## src/rtl/edge_det_pkg.sv

```systemverilog
// Shared definitions for the multi-channel edge detector.
// Holds the edge_mode encoding used by the interface, top and bench.
package edge_det_pkg;

    typedef logic [1:0] edge_mode_t;

    localparam edge_mode_t MODE_RISE = 2'b00;
    localparam edge_mode_t MODE_FALL = 2'b01;
    localparam edge_mode_t MODE_BOTH = 2'b10;
    localparam edge_mode_t MODE_OFF  = 2'b11;

endpackage

```

## src/rtl/rising_edge_detector_if.sv

```systemverilog
// Bundle of the edge detector's data/control lines.
// master: drives sig_in, edge_mode, clear_sticky, count_clear;
// slave: drives pos_edge_detected, any_edge, sticky, edge_count.
interface rising_edge_detector_if
    import edge_det_pkg::*;
#(
    parameter int WIDTH   = 8,
    parameter int COUNT_W = 16
);

    logic [WIDTH-1:0]   sig_in;
    edge_mode_t         edge_mode;
    logic [WIDTH-1:0]   clear_sticky;
    logic               count_clear;
    logic [WIDTH-1:0]   pos_edge_detected;
    logic               any_edge;
    logic [WIDTH-1:0]   sticky;
    logic [COUNT_W-1:0] edge_count;

    modport master (
        output sig_in,
        output edge_mode,
        output clear_sticky,
        output count_clear,
        input  pos_edge_detected,
        input  any_edge,
        input  sticky,
        input  edge_count
    );

    modport slave (
        input  sig_in,
        input  edge_mode,
        input  clear_sticky,
        input  count_clear,
        output pos_edge_detected,
        output any_edge,
        output sticky,
        output edge_count
    );

endinterface

```

## src/rtl/edge_sync_cell.sv

```systemverilog
// Single-bit synchroniser chain followed by a history flop.
// Ports: clk, rst (async high), d (async in), s (synced), p (s delayed).
module edge_sync_cell #(
    parameter int SYNC_STAGES = 2
) (
    input  logic clk,
    input  logic rst,
    input  logic d,
    output logic s,
    output logic p
);

    logic [SYNC_STAGES-1:0] chain;

    always_ff @(posedge clk or posedge rst) begin
        if (rst) begin
            chain <= '0;
            p     <= 1'b0;
        end else begin
            chain <= {chain[SYNC_STAGES-2:0], d};
            p     <= chain[SYNC_STAGES-1];
        end
    end

    assign s = chain[SYNC_STAGES-1];

endmodule

```

## src/rtl/rising_edge_detector.sv

```systemverilog
// Multi-channel synchronising edge detector with sticky flags and counter.
// Ports: clk, rst (async high), bus (slave side of rising_edge_detector_if).
module rising_edge_detector
    import edge_det_pkg::*;
#(
    parameter int WIDTH       = 8,
    parameter int SYNC_STAGES = 2,
    parameter int COUNT_W     = 16
) (
    input  logic                  clk,
    input  logic                  rst,
    rising_edge_detector_if.slave bus
);

    localparam int ARM_W = $clog2(SYNC_STAGES + 2);
    localparam int PC_W  = $clog2(WIDTH + 1);
    localparam logic [ARM_W-1:0] ARM_DONE = ARM_W'(SYNC_STAGES + 1);

    logic [WIDTH-1:0]   s;
    logic [WIDTH-1:0]   p;
    logic [WIDTH-1:0]   rise;
    logic [WIDTH-1:0]   fall;
    logic [WIDTH-1:0]   det;
    logic [ARM_W-1:0]   arm_cnt;
    logic               armed;
    logic [PC_W-1:0]    pc;
    logic [COUNT_W-1:0] base;
    logic [COUNT_W:0]   sum;
    logic [COUNT_W-1:0] count_d;

    logic [WIDTH-1:0]   pos_q;
    logic               any_q;
    logic [WIDTH-1:0]   sticky_q;
    logic [COUNT_W-1:0] count_q;

    function automatic logic [PC_W-1:0] popcount(
        input logic [WIDTH-1:0] v
    );
        logic [PC_W-1:0] acc;
        acc = '0;
        for (int i = 0; i < WIDTH; i++) begin
            acc = acc + PC_W'(v[i]);
        end
        return acc;
    endfunction

    for (genvar i = 0; i < WIDTH; i++) begin : g_cell
        edge_sync_cell #(
            .SYNC_STAGES(SYNC_STAGES)
        ) u_cell (
            .clk(clk),
            .rst(rst),
            .d  (bus.sig_in[i]),
            .s  (s[i]),
            .p  (p[i])
        );
    end

    // Detection stays off until the sync chain and history flop hold
    // only post-reset samples, so a line held high through reset is quiet.
    assign armed = (arm_cnt == ARM_DONE);
    assign rise  = s & ~p;
    assign fall  = ~s & p;

    always_comb begin
        det = '0;
        if (armed) begin
            unique case (bus.edge_mode)
                MODE_RISE: det = rise;
                MODE_FALL: det = fall;
                MODE_BOTH: det = rise | fall;
                MODE_OFF:  det = '0;
            endcase
        end
    end

    // One spare bit catches overflow; a clear still counts this cycle's edges.
    always_comb begin
        pc      = popcount(det);
        base    = bus.count_clear ? '0 : count_q;
        sum     = {1'b0, base} + (COUNT_W + 1)'(pc);
        count_d = sum[COUNT_W] ? '1 : sum[COUNT_W-1:0];
    end

    always_ff @(posedge clk or posedge rst) begin
        if (rst) begin
            arm_cnt  <= '0;
            pos_q    <= '0;
            any_q    <= 1'b0;
            sticky_q <= '0;
            count_q  <= '0;
        end else begin
            if (!armed) begin
                arm_cnt <= arm_cnt + ARM_W'(1);
            end
            pos_q    <= det;
            any_q    <= |det;
            // New events win over a same-cycle clear.
            sticky_q <= (sticky_q & ~bus.clear_sticky) | det;
            count_q  <= count_d;
        end
    end

    assign bus.pos_edge_detected = pos_q;
    assign bus.any_edge          = any_q;
    assign bus.sticky            = sticky_q;
    assign bus.edge_count        = count_q;

endmodule

```

## src/flat_wrapper.sv

```systemverilog
// flat-port wrapper written by rule: the top's interface ports become plain ports
module rising_edge_detector_flat import edge_det_pkg::*;
#(
    parameter int WIDTH       = 8,
    parameter int SYNC_STAGES = 2,
    parameter int COUNT_W     = 16
)
  (clk, rst, bus_sig_in, bus_edge_mode, bus_clear_sticky, bus_count_clear, bus_pos_edge_detected, bus_any_edge, bus_sticky, bus_edge_count);
  rising_edge_detector_if #(.WIDTH(WIDTH), .COUNT_W(COUNT_W)) bus_i ();
  input  logic clk;
  input  logic rst;
  input wire logic [$bits(bus_i.sig_in)-1:0] bus_sig_in;
  input wire logic [$bits(bus_i.edge_mode)-1:0] bus_edge_mode;
  input wire logic [$bits(bus_i.clear_sticky)-1:0] bus_clear_sticky;
  input wire logic [$bits(bus_i.count_clear)-1:0] bus_count_clear;
  output wire logic [$bits(bus_i.pos_edge_detected)-1:0] bus_pos_edge_detected;
  output wire logic [$bits(bus_i.any_edge)-1:0] bus_any_edge;
  output wire logic [$bits(bus_i.sticky)-1:0] bus_sticky;
  output wire logic [$bits(bus_i.edge_count)-1:0] bus_edge_count;
  assign bus_i.sig_in = bus_sig_in;
  assign bus_i.edge_mode = bus_edge_mode;
  assign bus_i.clear_sticky = bus_clear_sticky;
  assign bus_i.count_clear = bus_count_clear;
  assign bus_pos_edge_detected = bus_i.pos_edge_detected;
  assign bus_any_edge = bus_i.any_edge;
  assign bus_sticky = bus_i.sticky;
  assign bus_edge_count = bus_i.edge_count;
  rising_edge_detector #(.WIDTH(WIDTH), .SYNC_STAGES(SYNC_STAGES), .COUNT_W(COUNT_W)) u_core (.clk(clk), .rst(rst), .bus(bus_i));
endmodule
```

## config.mk

```make
export PLATFORM = sky130hd
export DESIGN_NAME = rising_edge_detector_flat
export DESIGN_NICKNAME = d
export VERILOG_FILES = /design/src/rtl/edge_det_pkg.sv /design/src/rtl/rising_edge_detector_if.sv /design/src/rtl/edge_sync_cell.sv /design/src/rtl/rising_edge_detector.sv /design/src/flat_wrapper.sv
export SDC_FILE = /design/constraint.sdc
export NUM_CORES = 1
export LEC_CHECK = 0
export CAP_MARGIN = 10
export CORE_UTILIZATION = 52
export DETAILED_ROUTE_END_ITERATION = 8
export GPL_TIMING_DRIVEN = 0
export PLACE_DENSITY = 0.8
export SLEW_MARGIN = 20
export SYNTH_ARGS = -nofsm -noshare
export SYNTH_HDL_FRONTEND = slang
export SYNTH_SLANG_ARGS = --single-unit
```

## constraint.sdc

```tcl
create_clock -name clk -period 5.5 [get_ports clk]
set_input_delay 1.375 -clock clk [delete_from_list [all_inputs] [get_ports clk]]
set_output_delay 1.375 -clock clk [all_outputs]
set_load 0.02 [all_outputs]
```

==> run_results.csv, run 1 <==
group,metric,value,unit
run_status,status,"complete, no violations",
placed_design,io_buffers,53,
route,post_drt_wl_per_cell,13.11,um
synthesis,synth_cell_types,39,
sta,fin_worst_skew,0.009881,ns
die,core,0.005172,sq mm
power,internal-power,932.1,uW
grt,grt_use_met1,26.42,%
synthesis,syn_inst,249,
grt,grt_pass1_vias,1845,
finish,n_antenna_cell,0,
finish,drive_gt1_share,14.24,%
finish,nFillCells,348,
setup_path,cp_slowest_cell,"fa_1",
setup_path,max_stage_delay,0.50,ns
setup_path,critPathMostFrequentCell,"fa_1",
setup_path,path_cells,"clkbuf_4, buf_6, mux2i_1, o21ai_1, nand2_2, ha_4, inv_1, fa_1, fa_1, fa_1, inv_2, fa_2, ha_1, a211oi_2, o21bai_2, nand4_1, xor2_1, o21ai_1",
setup_path,cp-end-kind,"register",
grt,grt_pass1_wl,8.369,mm
cts,clockRootBuffer,"clkbuf_8",
power,power_density,340.7,mW/mm^2
sta,slew_headroom,52.92,%
grt,grt-busiest-layer,"met2",
finish,final_common_cell,"dfrtp_1",
finish,final_cell_mix,"dfrtp_1 (59), clkdlybuf4s50_1 (51), inv_1 (38)",
route,vias_per_cell,4.954,
grt,track_usage,20.54,%
die,io_pins,54,
cts,cts_sinks,59,
setup_path,crit_buf_inv,4,
power,cellLeakagePower,1.838,nW
synthesis,syn-cell-area,0.002816,sq mm
setup_path,crit_start,"bus_edge_mode[1]",
route,vias,1947,
synthesis,ys_seq_elements,59,
cts,clk_pin_slew,0.07,ns
power,seqPwrFrac,38.2,%
cts,clock_path_buffers,2,
die,die_w,75.60,um
power,switching_share,27.50,%
cts,h-tree-depth,3,
synthesis,syn_nets,300,
sta,finalSetupViolCount,0,
synthesis,ys_seq_area_share,52.42,%
placed_design,dp_hpwl,3.486,mm
grt,grt_max_degree,60,
setup_path,worst-path-max-fanout,10,
grt,use_met3,7.540,%
flow_run,maxCapViolations,0,
sta,drv_slew,0,
power,vdd_drop_max,0.0002074,V
grt,grt_antenna_before_repair,0,
setup_path,cp.required,5.70,ns
setup_path,endpoint,"u_core.bus.edge_count[13]",
route,ant_nets,0,
setup_path,start_kind,"input port",
finish,nets,369,
die,die_h,75.60,um
grt,overflow,0,
sta,hold_violations,0,
power,combPwrFrac,23.7,%
die,rows,26,
sta,max_freq,0.1867,GHz
setup_path,r2r_cells,16,
die,initial_core_util,54.45,%
cts,numCtsBuffers,9,
setup_path,r2r-start,"u_core.arm_cnt[0]",
die,dieArea,0.005715,sq mm
synthesis,ys_top_cells_by_area,"dfrtp_1 (52%), ha_1 (11%), inv_1 (5.3%), fa_1 (3.6%), o21ai_1 (2.3%)",
route,drc,0,
grt,grt_use_met2,31.94,%
cts,insertion_delay,0.34,ns
route,drt-total-wl,5.154,mm
sta,period_share,97.38,%
setup_path,worstPathArrival,5.56,ns
sta,min_period,5.356,ns
power,power.share.clock,38.1,%
sta,finalHoldWorstSlack,0.3476,ns
synthesis,yosysTopAreaCell,"dfrtp_1",
synthesis,netlist.area_leader.share,52.42,%
setup_path,reg2reg_to,"u_core.bus.edge_count[13]",
route,dr.pass1.iters,4,
synthesis,yosysWarnings,0,
setup_path,path_depth,18,
sta,worst_pin_slew,0.7062,ns
cts,cts_tree,"done",
synthesis,avgSynthCellArea,11.31,sq um
setup_path,crit_type,"input port to register",
power,finalPower,1.286,mW
power,p_switching,353.5,uW
placed_design,gp_congestion,0.8272,
setup_path,reg2reg_slack,0.70,ns
finish,syn_to_final_growth,33.98,%
hold_path,min_path_type,"register to register",
setup_path,cpLargestDelayFamily,"adder cells",
route,drt_iter0_markers,162,
final cells by class:
type	instances	area, sq um	share of cell area (%)
Buffer	5	41.29	1.094
Timing Repair Buffer	58	560.5	14.85
Inverter	41	156.4	4.145
Clock inverter	6	111.4	2.951
Multi-Input combinational cell	144	1202	31.86
Sequential cell	59	1476	39.12
Clock buffer	10	137.6	3.647
Tap cell	70	87.58	2.321
cells in the mapped netlist:
cell type,n
a211oi_2,1
fa_1,5
and2_1,3
nor2_1,5
ha_1,25
xor2_1,7
nand2_1,11
and3b_2,1
xnor2_1,6
and4b_1,1
a21oi_2,1
and4_1,2
a21oi_1,5
nor3_1,2
nor3b_1,1
nand4_1,5
buf_2,2
mux2_1,1
a211oi_1,4
o21bai_1,1
nand3_1,3
o21ai_0,8
nor3_2,1
inv_2,1
dfrtp_1,59
mux2i_1,4
or4b_1,1
nor2b_1,7
inv_1,40
clkbuf_1,2
nand3b_1,3
buf_6,1
o21ai_2,5
o21ai_1,13
a21o_1,2
and3_1,1
nor2b_2,1
a31oi_1,1
nand2b_1,7
routing by layer:
layer | up-vias | wire length (um)
li1 | 953 | -
met1 | 916 | 2277
met2 | 65 | 2530
met3 | 13 | 271
met4 | 0 | 75
met5 | - | 0
state kept, by name (all words and copies together) (netlist names):
register and cells:
u_core.arm_cnt 2, u_core.bus.pos_edge_detected 8, u_core.g_cell.u_cell.chain 16, u_core.bus.edge_count 16, u_core.bus.sticky 8, u_core.bus.any_edge 1, u_core.g_cell.u_cell.p 8
worst min path at each step:
stage | startpoint | endpoint | cells after the start
after floorplan | u_core.g_cell[0].u_cell.chain[0] | u_core.g_cell[0].u_cell.chain[1] | 0
after global placement | u_core.g_cell[1].u_cell.chain[0] | u_core.g_cell[1].u_cell.chain[1] | 0
after detailed placement | u_core.g_cell[1].u_cell.chain[0] | u_core.g_cell[1].u_cell.chain[1] | 0
after CTS | u_core.g_cell[1].u_cell.chain[0] | u_core.g_cell[1].u_cell.chain[1] | 0
after global routing | u_core.g_cell[2].u_cell.chain[0] | u_core.g_cell[2].u_cell.chain[1] | 0
final | u_core.g_cell[1].u_cell.chain[0] | u_core.g_cell[1].u_cell.chain[1] | 0
power groups by stage:
stage / clock, mW / combinational [mW] / sequential, mW
6_report: 0.490 / 0.305 / 0.491
5_1_grt: 0.517 / 0.339 / 0.495
4_1_cts: 0.496 / 0.297 / 0.491
3_5_place_dp: 0 / 0.281 / 0.499
3_3_place_gp: 0 / 0.269 / 0.497
2_1_floorplan: 0 / 0.138 / 0.534
what timing repair did:
action,4_1_cts,5_1_grt
endpoints found under the setup margin,16,16
pin swaps,4,7
cloned,0,1
resized for setup,13,11
buffers inserted,2,2
hold buffers,0,0
cell families (layout without fill, tap and decap cells):
family,after synthesis,in the layout,synth area share [%]
flip-flops,59,59,52.42
buffers and inverters,46,120,6.486
multiplexers,5,5,1.821
AND/OR/NAND/NOR,55,55,11.55
AO/OA/AOI/OAI,41,41,9.018
adder cells (fa/ha/maj),30,30,14.66
XOR/XNOR,13,13,4.043
through the flow:
step                      cells  TNS (ns)  utilization, %  cell area, sq um  worst slack, ns
after global routing        393  -0.01049           72.96              3774        -0.006439
after CTS                   390         0           72.21              3735         0.001546
after detailed placement    372    -14.58           66.45              3437           -1.043
after floorplan             249         0               -              2816          0.05297
final                       393         0           72.96              3774           0.1441
after global placement      372    -13.78           66.40              3435          -0.9824
No activity file was read; power rests on OpenSTA's default activity.
==> run 2: changes to the inputs <==
--- a/config.mk
+++ b/config.mk
@@ -6,10 +6,10 @@
 export NUM_CORES = 1
 export LEC_CHECK = 0
 export CAP_MARGIN = 10
-export CORE_UTILIZATION = 52
+export CORE_UTILIZATION = 47
 export DETAILED_ROUTE_END_ITERATION = 8
 export GPL_TIMING_DRIVEN = 0
-export PLACE_DENSITY = 0.8
+export PLACE_DENSITY = 0.76
 export SLEW_MARGIN = 20
 export SYNTH_ARGS = -nofsm -noshare
 export SYNTH_HDL_FRONTEND = slang
==> constraint.sdc (replaced) <==
create_clock -name clk -period 4.7 [get_ports clk]
set_input_delay 1.175 -clock clk [delete_from_list [all_inputs] [get_ports clk]]
set_output_delay 1.175 -clock clk [all_outputs]
set_load 0.02 [all_outputs]
==> run 2 against run 1 <==
The run now ends with setup timing left. Critical endpoint is now u_core.bus.edge_count[6]. Worst hold slack got worse by 0.0012 ns. Cell area rose by 0.86%. Sequential share of layout area fell by 0.33 points. Largest cell class unchanged. Count of clock-buffer cells in the layout rose by 2. Register-to-register slack got worse by 0.73 ns. Final cell count rose by 1.5%.
==> run_results.csv, run 2 (synthesized netlist as in run 1, its figures left out) <==
group,metric,value,unit
sta,drv_slew,0,
setup_path,start_kind,"input port",
route,post_drt_wl_per_cell,12.95,um
finish,nets,377,
cts,cts_sinks,59,
sta,hold_violations,0,
power,finalPower,1.337,mW
finish,final_cell_mix,"dfrtp_1 (59), clkdlybuf4s50_1 (51), inv_1 (37)",
finish,drive_gt1_share,18.04,%
cts,clk_pin_slew,0.05,ns
die,io_pins,54,
hold_path,min_path_type,"register to register",
grt,track_usage,18.92,%
sta,period_share,106.9,%
grt,grt_antenna_before_repair,0,
cts,h-tree-depth,3,
die,core,0.005642,sq mm
finish,utilization,67.47,%
finish,nFillCells,415,
grt,grt_pass1_wl,8.963,mm
power,switching_share,28.77,%
grt,overflow,0,
finish,final_area,0.003806,sq mm
setup_path,path_cells,"buf_12, buf_8, mux2i_1, o21ai_1, nand2_2, ha_4, inv_2, fa_1, fa_1, fa_2, inv_2, fa_2, fa_2, a21o_1, a21oi_4, nor3_4, nand4_1, buf_6, o21ai_1",
run_status,failed_checks,"setup timing",
die,initial_core_util,49.92,%
sta,worst_slack,-0.3247,ns
finish,syn_to_final_growth,35.14,%
setup_path,cp_slowest_cell,"fa_1",
route,drc,0,
die,dieArea,0.006306,sq mm
setup_path,worst-path-max-fanout,7,
setup_path,crit_type,"input port to register",
power,power.share.clock,28.8,%
placed_design,io_buffers,53,
route,vias,1969,
sta,fin_worst_skew,0.01234,ns
setup_path,max_stage_delay,0.50,ns
setup_path,cp-end-kind,"register",
sta,setup_tns,-4.636,ns
die,die_w,79.41,um
sta,min_period,5.025,ns
setup_path,worstPathArrival,5.21,ns
cts,hold_buffers,0,
finish,final_common_cell,"dfrtp_1",
power,power_density,351.2,mW/mm^2
power,p_switching,384.5,uW
route,ant_nets,0,
route,vias_per_cell,4.935,
cts,clockRootBuffer,"clkbuf_8",
route,drt-total-wl,5.167,mm
sta,rsz0062_at_grt,"true",
route,dr.pass1.iters,4,
route,drt_iter0_markers,156,
finish,n_antenna_cell,0,
cts,numCtsBuffers,9,
finish,layoutNonFillerInstCount,399,
grt,grt_pass1_vias,1917,
cts,cts_tree,"done",
run_status,status,"finished with violations",
power,combPwrFrac,28.3,%
placed_design,gp_congestion,0.7916,
cts,clock_path_buffers,2,
sta,worst_pin_slew,0.6948,ns
sta,finalSetupViolCount,16,
placed_design,place_area,0.003476,sq mm
setup_path,cp.required,4.89,ns
placed_design,placedCellCount,374,
power,seqPwrFrac,43.0,%
sta,max_freq,0.1990,GHz
sta,slew_headroom,53.68,%
die,rows,27,
setup_path,critPathMostFrequentCell,"fa_2",
placed_design,dp_hpwl,3.466,mm
power,internal-power,952.1,uW
power,vdd_drop_max,0.0002143,V
cts,insertion_delay,0.34,ns
grt,grt_max_degree,60,
die,die_h,79.41,um
power,cellLeakagePower,1.850,nW
flow_run,maxCapViolations,0,
==> run 2: cell types whose count changed in the layout (fill, tap and decap cells not counted), sizes merged <==
cell,change
clkinv,-1
bufinv,-3
inv,-1
buf,+10
clkinvlp,-1
==> run 2: what timing repair did <==
item | in CTS | in global routing
setup endpoints to repair | 16 | 16
gates cloned | 1 | 0
pin swaps | 4 | 2
gates resized for setup | 25 | 5
buffers inserted | 11 | 1
==> run 2: critical path: cells and delay by family <==
family / cells / cell delay (ns)
multiplexers: 1 / 0.12
AO/OA/AOI/OAI: 4 / 0.62
adder cells (fa/ha/maj): 6 / 2.46
AND/OR/NAND/NOR: 3 / 0.37
buffers and inverters: 5 / 0.48
==> run 2: final timing paths <==
| path | depth (start not counted) | startpoint | slack (ns) | endpoint |
|---|---|---|---|---|
| worst max-delay path | 19 | bus_edge_mode[1] | -0.32 | u_core.bus.edge_count[6] |
| worst min-delay path | 0 | u_core.g_cell[7].u_cell.chain[0] | 0.35 | u_core.g_cell[7].u_cell.chain[1] |
| worst max register to register | 17 | u_core.arm_cnt[0] | -0.03 | u_core.bus.edge_count[6] |
| worst min register to register | 0 | u_core.g_cell[7].u_cell.chain[0] | 0.35 | u_core.g_cell[7].u_cell.chain[1] |
| max in group asynchronous | 2 | rst | 2.93 | u_core.bus.pos_edge_detected[6] |
| min in group asynchronous | 2 | rst | 1.31 | u_core.bus.edge_count[10] |
==> run 2: per-layer routing <==
layer	wire (um)	vias up	share of wire, %	global-route usage (%)
met5	0	-	0	0
met4	81	0	1.6	8.727
met3	224	8	4.3	4.229
met2	2514	41	49	29.74
met1	2347	956	45	24.98
li1	-	964	-	-
==> run 2: power by group through the flow <==
stage / sequential, mW / clock (mW) / combinational, mW
floorplan: 0.625 / 0 / 0.174
global placement: 0.581 / 0 / 0.330
detailed placement: 0.583 / 0 / 0.341
CTS: 0.574 / 0.391 / 0.367
global route: 0.579 / 0.417 / 0.418
finish: 0.574 / 0.384 / 0.378
==> run 2: cell type report <==
class | instances | area (sq um) | area share (%)
sequential | 59 | 1476 | 38.79
multi-input combinational | 144 | 1246 | 32.74
tap | 72 | 90.09 | 2.367
buffer | 5 | 45.04 | 1.183
inverter | 41 | 156.4 | 4.109
clock buffer | 12 | 155.1 | 4.076
timing repair buffer | 66 | 636.9 | 16.73
==> run 2: through the flow <==
step,hold WS [ns],setup slack (ns)
detailed placement,0.3355,-1.369
global placement,0.3311,-1.310
CTS,0.3487,-0.2105
global route,0.3601,-0.4125
finish,0.3464,-0.3247
floorplan,0.3312,-0.3053
